--- config.mk ---
export PLATFORM = sky130hd
export DESIGN_NAME = spi_packet_rx
export DESIGN_NICKNAME = d
export VERILOG_FILES = /design/src/rtl/spi_pkg.sv /design/src/rtl/spi_packet_rx_sync_edge.sv /design/src/rtl/spi_packet_rx.sv
export SDC_FILE = /design/constraint.sdc
export NUM_CORES = 1
export LEC_CHECK = 0
export CAP_MARGIN = 15
export CORE_AREA = 2 2 100 102
export DETAILED_ROUTE_END_ITERATION = 8
export DIE_AREA = 0 0 102 104
export DONT_BUFFER_PORTS = 1
export GPL_TIMING_DRIVEN = 1
export SYNTH_ARGS = -nofsm -noshare
export SYNTH_HDL_FRONTEND = slang
export SYNTH_HIERARCHICAL = 1
export SYNTH_SLANG_ARGS = --single-unit
export TNS_END_PERCENT = 5
--- constraint.sdc ---
create_clock -name clk -period 4.9 [get_ports clk]
set_clock_uncertainty 0.05 [all_clocks]
set_input_delay 0.98 -clock clk [delete_from_list [all_inputs] [get_ports clk]]
set_output_delay 0.98 -clock clk [all_outputs]
set_load 0.1 [all_outputs]
--- src/rtl/spi_pkg.sv ---
// Shared definitions for the SPI command-packet receive path and its downstream decoders.
`default_nettype none

package spi_pkg;

    localparam int SPI_PACKET_W = 24;
    localparam int SPI_CMD_W    = 8;
    localparam int SPI_DATA_W   = SPI_PACKET_W - SPI_CMD_W;

    typedef struct packed {
        logic [SPI_CMD_W-1:0]  cmd;
        logic [SPI_DATA_W-1:0] data;
    } spi_packet_t;

    typedef enum logic [1:0] {
        IDLE   = 2'd0,
        SHIFT  = 2'd1,
        COMMIT = 2'd2
    } spi_rx_state_t;

    // Command codes understood by the waveform/sign generator.
    localparam logic [SPI_CMD_W-1:0] CMD_NOP      = 8'h00;
    localparam logic [SPI_CMD_W-1:0] CMD_SET_FREQ = 8'h01;
    localparam logic [SPI_CMD_W-1:0] CMD_SET_AMP  = 8'h02;
    localparam logic [SPI_CMD_W-1:0] CMD_SET_WAVE = 8'h03;

endpackage

`default_nettype wire

--- src/rtl/spi_packet_rx_sync_edge.sv ---
// N-stage pin synchroniser with registered output and single-cycle rise/fall pulses.
`default_nettype none

module sync_edge #(
    parameter int STAGES = 2
) (
    input  logic clk_i,
    input  logic rst_i,
    input  logic d_i,
    output logic q_o,
    output logic rise_o,
    output logic fall_o
);

    logic [STAGES-1:0] chain_q;
    logic              prev_q;

    always_ff @(posedge clk_i or posedge rst_i) begin
        if (rst_i) begin
            chain_q <= '0;
            prev_q  <= 1'b0;
        end else begin
            chain_q <= {chain_q[STAGES-2:0], d_i};
            prev_q  <= chain_q[STAGES-1];
        end
    end

    assign q_o    = chain_q[STAGES-1];
    assign rise_o = chain_q[STAGES-1] & ~prev_q;
    assign fall_o = ~chain_q[STAGES-1] & prev_q;

endmodule

`default_nettype wire

--- src/rtl/spi_packet_rx.sv ---
// SPI slave front end: deserialises fixed-length command packets into the core clock
// domain and presents them over a valid/ready handshake.
`default_nettype none

module spi_packet_rx
    import spi_pkg::*;
#(
    parameter int PACKET_W    = SPI_PACKET_W,
    parameter int CMD_W       = SPI_CMD_W,
    parameter int SYNC_STAGES = 2
) (
    input  logic                   clk,
    input  logic                   reset,
    input  logic                   cs,
    input  logic                   sck,
    input  logic                   sdi,
    output logic [CMD_W-1:0]       pkt_cmd,
    output logic [PACKET_W-CMD_W-1:0] pkt_data,
    output logic                   pkt_valid,
    input  logic                   pkt_ready,
    output logic                   frame_err,
    output logic                   overrun
);

    localparam int DATA_W = PACKET_W - CMD_W;
    localparam int CNT_W  = $clog2(PACKET_W + 2);
    localparam logic [CNT_W-1:0] CNT_FULL = CNT_W'(PACKET_W);
    localparam logic [CNT_W-1:0] CNT_SAT  = CNT_W'(PACKET_W + 1);

    logic cs_s, cs_rise, cs_fall;
    logic sck_s, sck_rise, sck_fall;
    logic sdi_s, sdi_rise, sdi_fall;

    sync_edge #(.STAGES(SYNC_STAGES)) u_sync_cs (
        .clk_i (clk),   .rst_i (reset), .d_i (cs),
        .q_o   (cs_s),  .rise_o(cs_rise), .fall_o(cs_fall)
    );

    sync_edge #(.STAGES(SYNC_STAGES)) u_sync_sck (
        .clk_i (clk),   .rst_i (reset), .d_i (sck),
        .q_o   (sck_s), .rise_o(sck_rise), .fall_o(sck_fall)
    );

    sync_edge #(.STAGES(SYNC_STAGES)) u_sync_sdi (
        .clk_i (clk),   .rst_i (reset), .d_i (sdi),
        .q_o   (sdi_s), .rise_o(sdi_rise), .fall_o(sdi_fall)
    );

    logic unused_edges;
    assign unused_edges = sck_s & sck_fall & sdi_rise & sdi_fall;

    spi_rx_state_t         state_q, state_d;
    logic [PACKET_W-1:0]   shift_q, shift_d;
    logic [CNT_W-1:0]      cnt_q, cnt_d;
    logic [PACKET_W-1:0]   pkt_q, pkt_d;
    logic                  valid_q, valid_d;
    logic                  frame_err_q, frame_err_d;
    logic                  overrun_q, overrun_d;
    logic                  commit;
    logic                  count_ok;
    logic                  load;

    always_comb begin
        state_d = state_q;
        shift_d = shift_q;
        cnt_d   = cnt_q;
        commit  = 1'b0;
        case (state_q)
            IDLE: begin
                if (cs_rise) begin
                    state_d = SHIFT;
                    shift_d = '0;
                    cnt_d   = '0;
                end
            end
            SHIFT: begin
                // A clock edge coinciding with the cs fall is not part of the frame.
                if (cs_fall) begin
                    state_d = COMMIT;
                end else if (sck_rise && cs_s) begin
                    shift_d = {shift_q[PACKET_W-2:0], sdi_s};
                    if (cnt_q != CNT_SAT) begin
                        cnt_d = cnt_q + CNT_W'(1);
                    end
                end
            end
            COMMIT: begin
                commit  = 1'b1;
                state_d = IDLE;
                if (cs_rise) begin
                    state_d = SHIFT;
                    shift_d = '0;
                    cnt_d   = '0;
                end
            end
            default: state_d = IDLE;
        endcase
    end

    // The holding register is free if empty or being drained in this very cycle.
    assign count_ok = (cnt_q == CNT_FULL);
    assign load     = commit && count_ok && (!valid_q || pkt_ready);

    always_comb begin
        pkt_d       = load ? shift_q : pkt_q;
        valid_d     = load | (valid_q & ~pkt_ready);
        overrun_d   = commit && count_ok && valid_q && !pkt_ready;
        frame_err_d = commit && !count_ok;
    end

    always_ff @(posedge clk or posedge reset) begin
        if (reset) begin
            state_q     <= IDLE;
            shift_q     <= '0;
            cnt_q       <= '0;
            pkt_q       <= '0;
            valid_q     <= 1'b0;
            frame_err_q <= 1'b0;
            overrun_q   <= 1'b0;
        end else begin
            state_q     <= state_d;
            shift_q     <= shift_d;
            cnt_q       <= cnt_d;
            pkt_q       <= pkt_d;
            valid_q     <= valid_d;
            frame_err_q <= frame_err_d;
            overrun_q   <= overrun_d;
        end
    end

    assign pkt_cmd   = pkt_q[PACKET_W-1:DATA_W];
    assign pkt_data  = pkt_q[DATA_W-1:0];
    assign pkt_valid = valid_q;
    assign frame_err = frame_err_q;
    assign overrun   = overrun_q;

endmodule

`default_nettype wire

### Word-level counts from Yosys, hierarchy flattened

Cells that the tools add are included.

* $add $sub $neg: 1
* equality and inequality tests: 10
* mux-type cells: 14
* bitwise operators: 9
* reduce and logical (&&, ||, !) cells: 16

Operators by type and width (number)
* 24-bit 2-to-1 mux: 3
* 24-bit case mux with 2 select lines: 1
* 5-bit 2-to-1 mux: 4
* 2-bit inequality test, second input constant: 5
* 5-bit case mux with 2 select lines: 1
* 1-bit logical AND: 6
* 2-bit case mux with 3 select lines: 1
* 5-bit by 1-bit adder with 5-bit output, second input constant: 1
* 5-bit == test, second input constant: 1
* 5-bit inequality test, second input constant: 1
* 5-bit AND reduction: 1
* 1-bit AND: 4
* 2-bit 2-to-1 mux: 2
* 1-bit inverter: 4
* 4-bit AND reduction: 1
* 1-bit zero test: 3
* 2-bit by 1-bit == test with 1-bit output, second input constant: 1
* 2-bit == test, second input constant: 1
* 2-bit zero test: 1
* 1-bit 2-to-1 mux: 2
* 2-bit by 1-bit inequality test with 1-bit output, second input constant: 1
* 2-bit AND reduction: 1
* 2-bit nonzero test: 1
* 2-bit OR reduction: 1
* other kinds (2): 2

* register bits after elaboration: 66
* output and inout bits: 27
* word-level logic and storage cells: 62

### Logic depth before layout (Yosys ltp)

* depth in word-level cells: 6
* gate-level depth with buffers: 8
* mapped depth without buffers: 6

### Cells and area by module

The synthesis kept the hierarchy.

By module, submodules not included
* spi_packet_rx: times used 1, cells each 207, area an instance 2487.4 µm²
* sync_edge: times used 3, cells each 6, area an instance 93.8 µm²

### Least setup slack after synthesis

No wires, ideal clock.

* path type: input-to-reg
* from: input pkt_ready
* to: register pkt_q[0]
* library setup time: 0.126 ns
* arrival: 1.844 ns
* data required time: 4.724 ns
* path slack: 2.879 ns
* stages: 5
* buffers on the path: 2
* path through: nand2b_1 nor2b_4 buf_6 buf_12 mux2_4

* word-level cells in the longest chain between the ends: 2

Ends and longest elaborated chain
* from (decl): line spi_packet_rx.sv:20 `input logic pkt_ready,`
* 1-bit logical OR: line spi_packet_rx.sv:102 `assign load = commit && count_ok && (!valid_q || pkt_ready);`
* 1-bit logical AND: line spi_packet_rx.sv:102
* to (signal assigned): line spi_packet_rx.sv:124 `pkt_q <= pkt_d;`
* to (decl): line spi_packet_rx.sv:55 `logic [PACKET_W-1:0] pkt_q, pkt_d;`

No other way between the ends.
A chain may end at the register's enable or synchronous reset.

### Worst setup path after layout

* from: register state_q[0]
* to: register pkt_q[22]

* word-level cells in the longest chain between the ends: 4

Ends and longest elaborated chain
* from (decl): line spi_packet_rx.sv:52 `spi_rx_state_t state_q, state_d;`
* from (signal assigned): line spi_packet_rx.sv:121 `state_q <= state_d;`
* 2-bit == test: line spi_packet_rx.sv:68 `case (state_q)`
* 1-bit 2-to-1 mux: line spi_packet_rx.sv:68
* 1-bit logical AND (2 in series): line spi_packet_rx.sv:102

No other way between the ends.

==> results summary <==
The number of gates resized after cts came out at 0. The register clock-pin slew on the reported worst setup and hold paths is 0.07 ns. After floorplanning, the core was divided into 36 placement rows. The total via count in the routed design came out at 1523. The TritonCTS clock tree is built. Relative to the synthesized area, the layout overhead comes to 12.4%. The total congestion overflow after global routing is 0.

The worst hold path begins at u_sync_sck/chain_q[0]. The final standard cell area without fillers is approximately 3100 sq um. The average via count per standard cell came out at 4.22. For this design the static power due to leakage is 1.43 nW.

The launching element of the worst setup path is state_q[0]. The worst vdd rail ir drop is approximately 140 uV. The max-slew violation count is 0.

The core utilization of the finished layout is roughly 32%. The total count of hold-check failures in the final report came out at 0. The count of cells along the worst register-to-register path came out at 3. The iteration count of the initial detailed-routing pass came out at 4. The number of buffer cells added on primary ports came out at 0. The smallest clock period supported by the final layout is computed as 2.48 ns.

The setup TNS after final layout came out at 0 ns. The highest net fanout along the worst path is 35. The violation count after the first detailed-route iteration is 86. The starting density of the core is about 28%. The clock passes through at most 2 buffers. The power density over the cells is 397 nW/um^2. The placed wire-length estimate is 2830 microns. The average footprint of a synthesized cell is about 12 sq um. CTS placed an instance of clkbuf_8 at the clock tree root. The placed instance area came out at between 2000 and 3000 sq um. In this run the remaining antenna-violating nets after routing total 0. The flow ran to the end, and the final reports show no timing, DRC or antenna violations. The share of cells above drive strength 1 came out at 20.6%.

Static timing analysis puts the maximum clock frequency at roughly 0.40 GHz. The number of instances in the synthesized netlist is 221. The maximum number of pins on one net before global-route repair is 59. By startpoint and endpoint, the worst setup path is classified as register to register. Max-cap violations in this run came to 0. The area of the placeable core is between 9000 and 10000 sq um. The total track usage came out at 9.10%. The global placer's final weighted congestion is about 0.76. The final period utilization is 50.6%. The normalized max-slew margin is 26.2%. Across all hold checks on the routed design, the worst slack comes to 0.300 ns.

From left edge to right edge, the die measures 102 microns. The number of nets handed over by synthesis was 230. The register-to-register setup slack came out at 2.42 ns.

Clock tree synthesis found a total of 66 sinks. The number of warnings issued by yosys is 6. The worst register-to-register path begins at state_q[0]. The area enclosed by the die boundary came out at 10600 sq um. The tightest min-delay check is of the register to register type.

The number of antenna violations at the first check in global routing is 0. The clock insertion delay at the later pin of the skew report came out at between 0.3 and 0.4 ns. Setup repair after global routing left no endpoint under its margin. The I/O pin count is 33. The post-CTS setup buffer count is 0. The overall routed net length is 4510 microns. The cts-stage hold buffer count is 0. After detailed routing, the number of remaining DRC violations is 0. STA classifies the critical path endpoint as a register.

The path with the worst hold slack has its endpoint at u_sync_sck/chain_q[1]. The final number of setup-violating endpoints came out at 0. The final net count came out at 232. The signal arrival time at the worst endpoint came out at between 2 and 3 ns. The mapped netlist covers roughly 2700 sq um.

The transition time of the tightest slew-check pin came out at roughly 1.1 ns. The die extent in y came out at between 100 and 150 microns. The category of the worst setup path launch point is a register. The wire length per cell after detailed routing came out at 12.5 microns. The H-tree depth is 3.

The count of antenna diodes in the layout is 0. The required time of the critical path came out at 5.07 ns. The via count of the first global-routing pass came out at around 1500. The first global-routing pass estimated 7530 microns of wire.

The number of cells traversed by the worst hold path is 0. The number of clock buffers added by TritonCTS is 9. The capture instance of the worst register-to-register path is pkt_q[22].
[worst max-delay path, stage by stage (launching register included)]
cell	delay, ns
dfrtp_1	0.80
nand3b_4	0.36
nor2b_4	0.73
mux2_2	0.41
[where the power goes]
group	switching (mW)	internal (mW)
clock network	0.211	0.340
logic	0.0381	0.0235
registers	0.0389	0.561
total	0.288	0.925
[area by class of cell]
| type | count | area (sq um) |
|---|---|---|
| fill | 979 | 6490 |
| inverter | 6 | 22.5 |
| sequential | 66 | 1650 |
| tap | 133 | 166 |
| timing repair buffer | 2 | 15.0 |
| multi-input combinational | 138 | 961 |
| clock buffer | 10 | 128 |
| clock inverter | 6 | 113 |
[sequential cells by signal (all words and copies together) (netlist names)]
name	cells
shift_q	24
u_sync_cs/prev_q	1
pkt_q	24
overrun	1
u_sync_sck/prev_q	1
cnt_q	5
frame_err	1
u_sync_sdi/chain_q	2
u_sync_sck/chain_q	2
pkt_valid	1
u_sync_cs/chain_q	2
state_q	2
[routing by layer]
metal  vias to the layer above  share of wire (%)  global-route usage [%]
li1                        744                  -                       -
met2                        37                 47                    13.7
met4                         0               0.91                    3.14
met3                         6                6.2                    4.57
met1                       736                 46                    11.2
met5                         -                  0                       0
[worst max path at each step]
stage	endpoint	slack [ns]	cells past startpoint
2_1_floorplan	cnt_q[0]	2.44	1
6_report	pkt_q[22]	2.42	3
5_1_grt	pkt_q[21]	2.23	3
4_1_cts	pkt_q[22]	2.38	3
3_3_place_gp	pkt_q[22]	2.41	3
3_5_place_dp	pkt_q[21]	2.38	3
[cell usage in the layout (no fill, tap or decap), drive strengths merged, types with 2 or more instances in the layout]
master / instances
inv: 7
mux2i: 2
dfrtp: 66
bufinv: 3
mux2: 24
ha: 3
nor2b: 6
and4b: 2
clkinv: 2
nand2: 52
nand2b: 3
nand3b: 2
o21ai: 29
nand4: 3
a21o: 2
buf: 2
clkbuf: 10
nor2: 2
[metrics by stage]
step                total power [mW]  setup WS, ns  instances
floorplan                      0.655          2.44        221
global placement               0.671          2.41        345
detailed placement             0.674          2.38        345
CTS                             1.23          2.38        361
global route                    1.27          2.23        361
finish                          1.21          2.42        361
No activity file was read; power rests on OpenSTA's default activity.
